[config.mk]
export PLATFORM = sky130hd
export DESIGN_NAME = clk_div_int
export DESIGN_NICKNAME = d
export VERILOG_FILES = /design/src/rtl/clk_div_int.sv
export SDC_FILE = /design/constraint.sdc
export NUM_CORES = 1
export LEC_CHECK = 0
export CAP_MARGIN = 30
export CORE_ASPECT_RATIO = 0.8
export CORE_MARGIN = 2
export CORE_UTILIZATION = 60
export DETAILED_ROUTE_END_ITERATION = 8
export PLACE_DENSITY = 0.83
export SETUP_SLACK_MARGIN = 0.5
export SLEW_MARGIN = 5
export SYNTH_ARGS = -nofsm -noshare
export SYNTH_HDL_FRONTEND = slang
export SYNTH_SLANG_ARGS = --single-unit
[constraint.sdc]
create_clock -name clk_ref -period 9.5 [get_ports clk_ref]
set_input_delay 1.425 -clock clk_ref [delete_from_list [all_inputs] [get_ports clk_ref]]
set_output_delay 1.425 -clock clk_ref [all_outputs]
set_load 0.05 [all_outputs]
[src/rtl/clk_div_int.sv]
// clk_div_int: programmable integer clock divider with 50% duty, period-aligned ratio switching and glitch-free bypass
module clk_div_int #(
  parameter int WIDTH = 8
) (
  input  logic             clk_ref,
  input  logic             rst_n,
  input  logic             clk_en,
  input  logic [WIDTH-1:0] div_ratio,
  output logic             clk_out,
  output logic             ratio_upd
);
  typedef enum logic [1:0] {IDLE, RUN, BYPASS} state_t;
  state_t st, st_nx, st_sel;
  logic [WIDTH-1:0] cnt, cnt_nx, n_act;
  logic p, p_nx, q, byp_en, big, last, load, go;
  always_comb begin
    big = div_ratio > WIDTH'(1);
    last = (st == RUN) && (cnt == n_act - WIDTH'(1));
    load = (st == IDLE && clk_en) || last || (st == BYPASS);
    go = (st == IDLE && clk_en) || last || (st == BYPASS && !byp_en);
    st_sel = !clk_en ? IDLE : big ? RUN : BYPASS;
    st_nx = go ? st_sel : st;
    cnt_nx = go ? '0 : (st == RUN) ? cnt + WIDTH'(1) : cnt;
    p_nx = go ? (clk_en && big) : (st == RUN) ? (cnt_nx < (n_act >> 1)) : p;
  end
  always_ff @(posedge clk_ref or negedge rst_n)
    if (!rst_n) begin
      st <= IDLE;
      cnt <= '0;
      n_act <= '0;
      p <= 1'b0;
      ratio_upd <= 1'b0;
    end else begin
      st <= st_nx;
      cnt <= cnt_nx;
      n_act <= load ? div_ratio : n_act;
      p <= p_nx;
      ratio_upd <= load && (div_ratio != n_act);
    end
  always_ff @(negedge clk_ref or negedge rst_n)
    if (!rst_n) begin
      q <= 1'b0;
      byp_en <= 1'b0;
    end else begin
      q <= p;
      byp_en <= (st == BYPASS) && clk_en && (n_act <= WIDTH'(1));
    end
  assign clk_out = p | (n_act[0] & q) | (clk_ref & byp_en);
endmodule

==> flow_metrics.py <==
metrics = {
    "run_status": {
        "status": "completed",
    },
    "clocking": {
        "postCtsSetupBuffers": 0,
        "post_cts_resized": 0,
        "clkTransAtPathRegs_ns": 0.12,
        "cts_tree": "done",
        "hold_buffers": 0,
        "clk_latency_ns": 0.42,
    },
    "detailed_routing": {
        "drtIter0Drc": 68,
        "ant_nets": 0,
        "vias": 1146,
        "routed_wirelength_um": 3100,
        "wl_per_cell_um": 16.7,
        "drc": 0,
        "vias_per_cell": 6.16,
        "dr.pass1.iters": 4,
    },
    "setup_path": {
        "cp-end-kind": "primary output",
        "worst-path-buf-inv": 1,
        "crit_path_top_delay_cell": "clkdlybuf4s50_1",
        "criticalPathCategory": "reg -> out",
        "r2r_start": "byp_en",
        "critPathLaunchType": "flip-flop",
        "path_delay_family": "buffers and inverters",
        "r2r_slack_ns": 2.28,
        "r2r-end": "p",
        "cp_num_cells": 2,
        "path_cells": "a221o_1 > clkdlybuf4s50_1",
        "crit_required_ns": 8.08,
        "endpoint": "clk_out",
        "startpoint": "byp_en",
        "crit_arrival_ns": 6.57,
        "rr_worst_depth": 9,
        "cp_max_fo": 3,
        "max_stage_delay_ns": 0.70,
    },
    "pwr": {
        "powerDensity_nw_per_um2": 117,
        "p_leak_nw": 0.745,
        "share_clk_of_total_power": 0.373,
        "seqPwrFrac": 0.519,
        "vdd_drop_max_uv": 113,
        "combPwrFrac": 0.108,
        "p_int_w": 0.000145,
        "power_switching_share": 0.250,
        "switchingPower_w": 0.0000482,
    },
    "sta": {
        "skew_ns": 0.00632,
        "rsz0062_at_grt": "false",
        "maxSlewHeadroom": 0.490,
        "finalSetupViolCount": 0,
        "worstMarginPinSlew_ns": 0.763,
        "hold_viol": 0,
        "fin_tns_setup_ns": 0,
        "slew_violations": 0,
    },
    "grt": {
        "grt_pass1_vias": 1133,
        "grt_pass1_wl_um": 5290,
        "antenna_found_initial": 0,
        "grt.total_usage": 0.261,
        "grt.overflow.total": 0,
        "grt_max_degree": 23,
    },
    "die": {
        "fp.dieH_um": 48.2,
        "core_um2": 2230,
        "dieArea_um2": 2860,
        "row_count": 15,
        "initial_utilization": 0.657,
        "ios": 13,
        "die_x_um": 59.3,
    },
    "synth": {
        "syn_inst": 147,
        "syn-num-nets": 167,
        "syn-cell-area_um2": 1470,
        "yosysWarnings": 0,
        "ys_seq_elements": 22,
        "avgSynthCellArea_um2": 9.98,
        "ys_seq_area_frac": 0.375,
        "yosysUniqueCellTypes": 38,
    },
    "place": {
        "io_buffers": 12,
        "placed_cells": 178,
        "dpl.hpwl_um": 2280,
        "place_congestion": 0.843,
    },
    "final_layout": {
        "final_cell_mix": "dfrtp_1 (20), xor2_1 (16), clkdlybuf4s50_1 (12)",
        "final_nets": 182,
        "final_cells": 186,
        "final_common_cell": "dfrtp_1",
        "drive_gt1_frac": 0.118,
        "nFillCells": 158,
        "area_growth_pct": 12.6,
        "diodes": 0,
    },
    "min_path": {
        "hold_path_class": "reg -> reg",
    },
    "flow_run": {
        "cap_violations": 0,
    },
}
-- kinds of logic (layout without fill, tap and decap cells) --
family	Yosys count	after routing	share of synthesized area
AOI/OAI and AO/OA	22	22	0.113
xor gates and xnor gates	24	24	0.143
and+or+nand+nor	46	46	0.168
buffers and inverters	14	28	0.0478
muxes	10	10	0.0751
adders and majority gates	9	9	0.0768
DFF	22	22	0.375
-- routing by layer --
layer,share of wire,global-route usage
met1,0.46,0.335
met2,0.46,0.411
met3,0.068,0.0849
met4,0.017,0.114
met5,0,0
-- area by class of cell --
type / instances / area, um2 / area share
well taps: 25 / 31.3 / 0.0189
inverters: 8 / 30.0 / 0.0182
repair buffers: 12 / 125 / 0.0758
clock buffers: 8 / 68.8 / 0.0417
flip-flops and latches: 22 / 551 / 0.333
multi-input cells: 111 / 846 / 0.512
-- synth_stat cells --
| library cell | n | share of area |
|---|---|---|
| o211ai_1 | 1 | 0.0051 |
| nand4_1 | 2 | 0.0085 |
| nor4bb_1 | 1 | 0.0068 |
| inv_1 | 8 | 0.020 |
| a21boi_0 | 1 | 0.0051 |
| a221oi_1 | 1 | 0.0060 |
| and4_1 | 1 | 0.0060 |
| dfrtn_1 | 2 | 0.034 |
| a22oi_1 | 1 | 0.0051 |
| o21ai_4 | 1 | 0.011 |
| a21o_1 | 2 | 0.010 |
| o2111ai_2 | 1 | 0.010 |
| or3_1 | 4 | 0.017 |
| o21ai_2 | 1 | 0.0060 |
| nor4_1 | 3 | 0.013 |
| nand3_1 | 7 | 0.024 |
| nor2_1 | 9 | 0.023 |
| and3b_1 | 1 | 0.0060 |
| a221o_1 | 1 | 0.0068 |
| a211oi_1 | 2 | 0.010 |
| buf_6 | 2 | 0.015 |
| and3_1 | 1 | 0.0043 |
| buf_2 | 2 | 0.0068 |
| a21oi_1 | 2 | 0.0068 |
| a32oi_1 | 1 | 0.0060 |
| xnor2_1 | 8 | 0.048 |
| o21ai_0 | 6 | 0.020 |
| xor2_1 | 16 | 0.096 |
| ha_1 | 9 | 0.077 |
| nand2_1 | 6 | 0.015 |
| nor2b_1 | 4 | 0.017 |
| mux2_2 | 8 | 0.061 |
| clkbuf_1 | 2 | 0.0051 |
| a31oi_1 | 1 | 0.0043 |
| mux2i_1 | 2 | 0.014 |
| nor3_1 | 5 | 0.017 |
| or4_1 | 2 | 0.010 |
| dfrtp_1 | 20 | 0.34 |
-- stage by stage --
stage	power, W	cell area, um2	worst slack, ns	hold WS, ns	utilization
detailed placement	0.000123	1580	1.98	0.584	0.706
finish	0.000193	1650	1.50	0.631	0.739
global route	0.000202	1650	1.43	0.667	0.739
floorplan	0.000114	1470	2.48	0.541	-
global placement	0.000123	1580	2.00	0.569	0.706
CTS	0.000194	1640	1.49	0.620	0.733
-- worst min-delay path by stage --
| stage | start | endpoint | slack, ns | cells past startpoint |
|---|---|---|---|---|
| after floorplan | cnt[7] | cnt[7] | 0.54 | 2 |
| after global placement | cnt[7] | cnt[7] | 0.57 | 2 |
| after global routing | cnt[7] | cnt[7] | 0.67 | 2 |
| final | cnt[7] | cnt[7] | 0.63 | 2 |
| after detailed placement | cnt[7] | cnt[7] | 0.58 | 2 |
| after CTS | cnt[7] | cnt[7] | 0.62 | 2 |
-- worst reg2reg max path: cells and delay by family (launching register included) --
family	cells	cell delay (ns)
AO/OA/AOI/OAI	5	1.24
adder cells (fa/ha/maj)	1	0.35
flip-flops	1	0.38
multiplexers	1	0.19
AND/OR/NAND/NOR	2	0.23
-- power groups by stage --
stage	sequential [W]	combinational [W]	clock (W)
6_report	0.000100	0.0000208	0.0000720
5_1_grt	0.000101	0.0000231	0.0000777
4_1_cts	0.000100	0.0000200	0.0000741
3_5_place_dp	0.000102	0.0000198	0.00000192
3_3_place_gp	0.000102	0.0000189	0.00000192
2_1_floorplan	0.0000993	0.0000132	0.00000143
-- state kept, by name, summed over array words and instances (netlist names) --
| register | flops |
|---|---|
| cnt | 8 |
| n_act | 8 |
| st | 2 |
| byp_en | 1 |
| p | 1 |
| q | 1 |
| ratio_upd | 1 |
(Power assumes the default switching activity.)
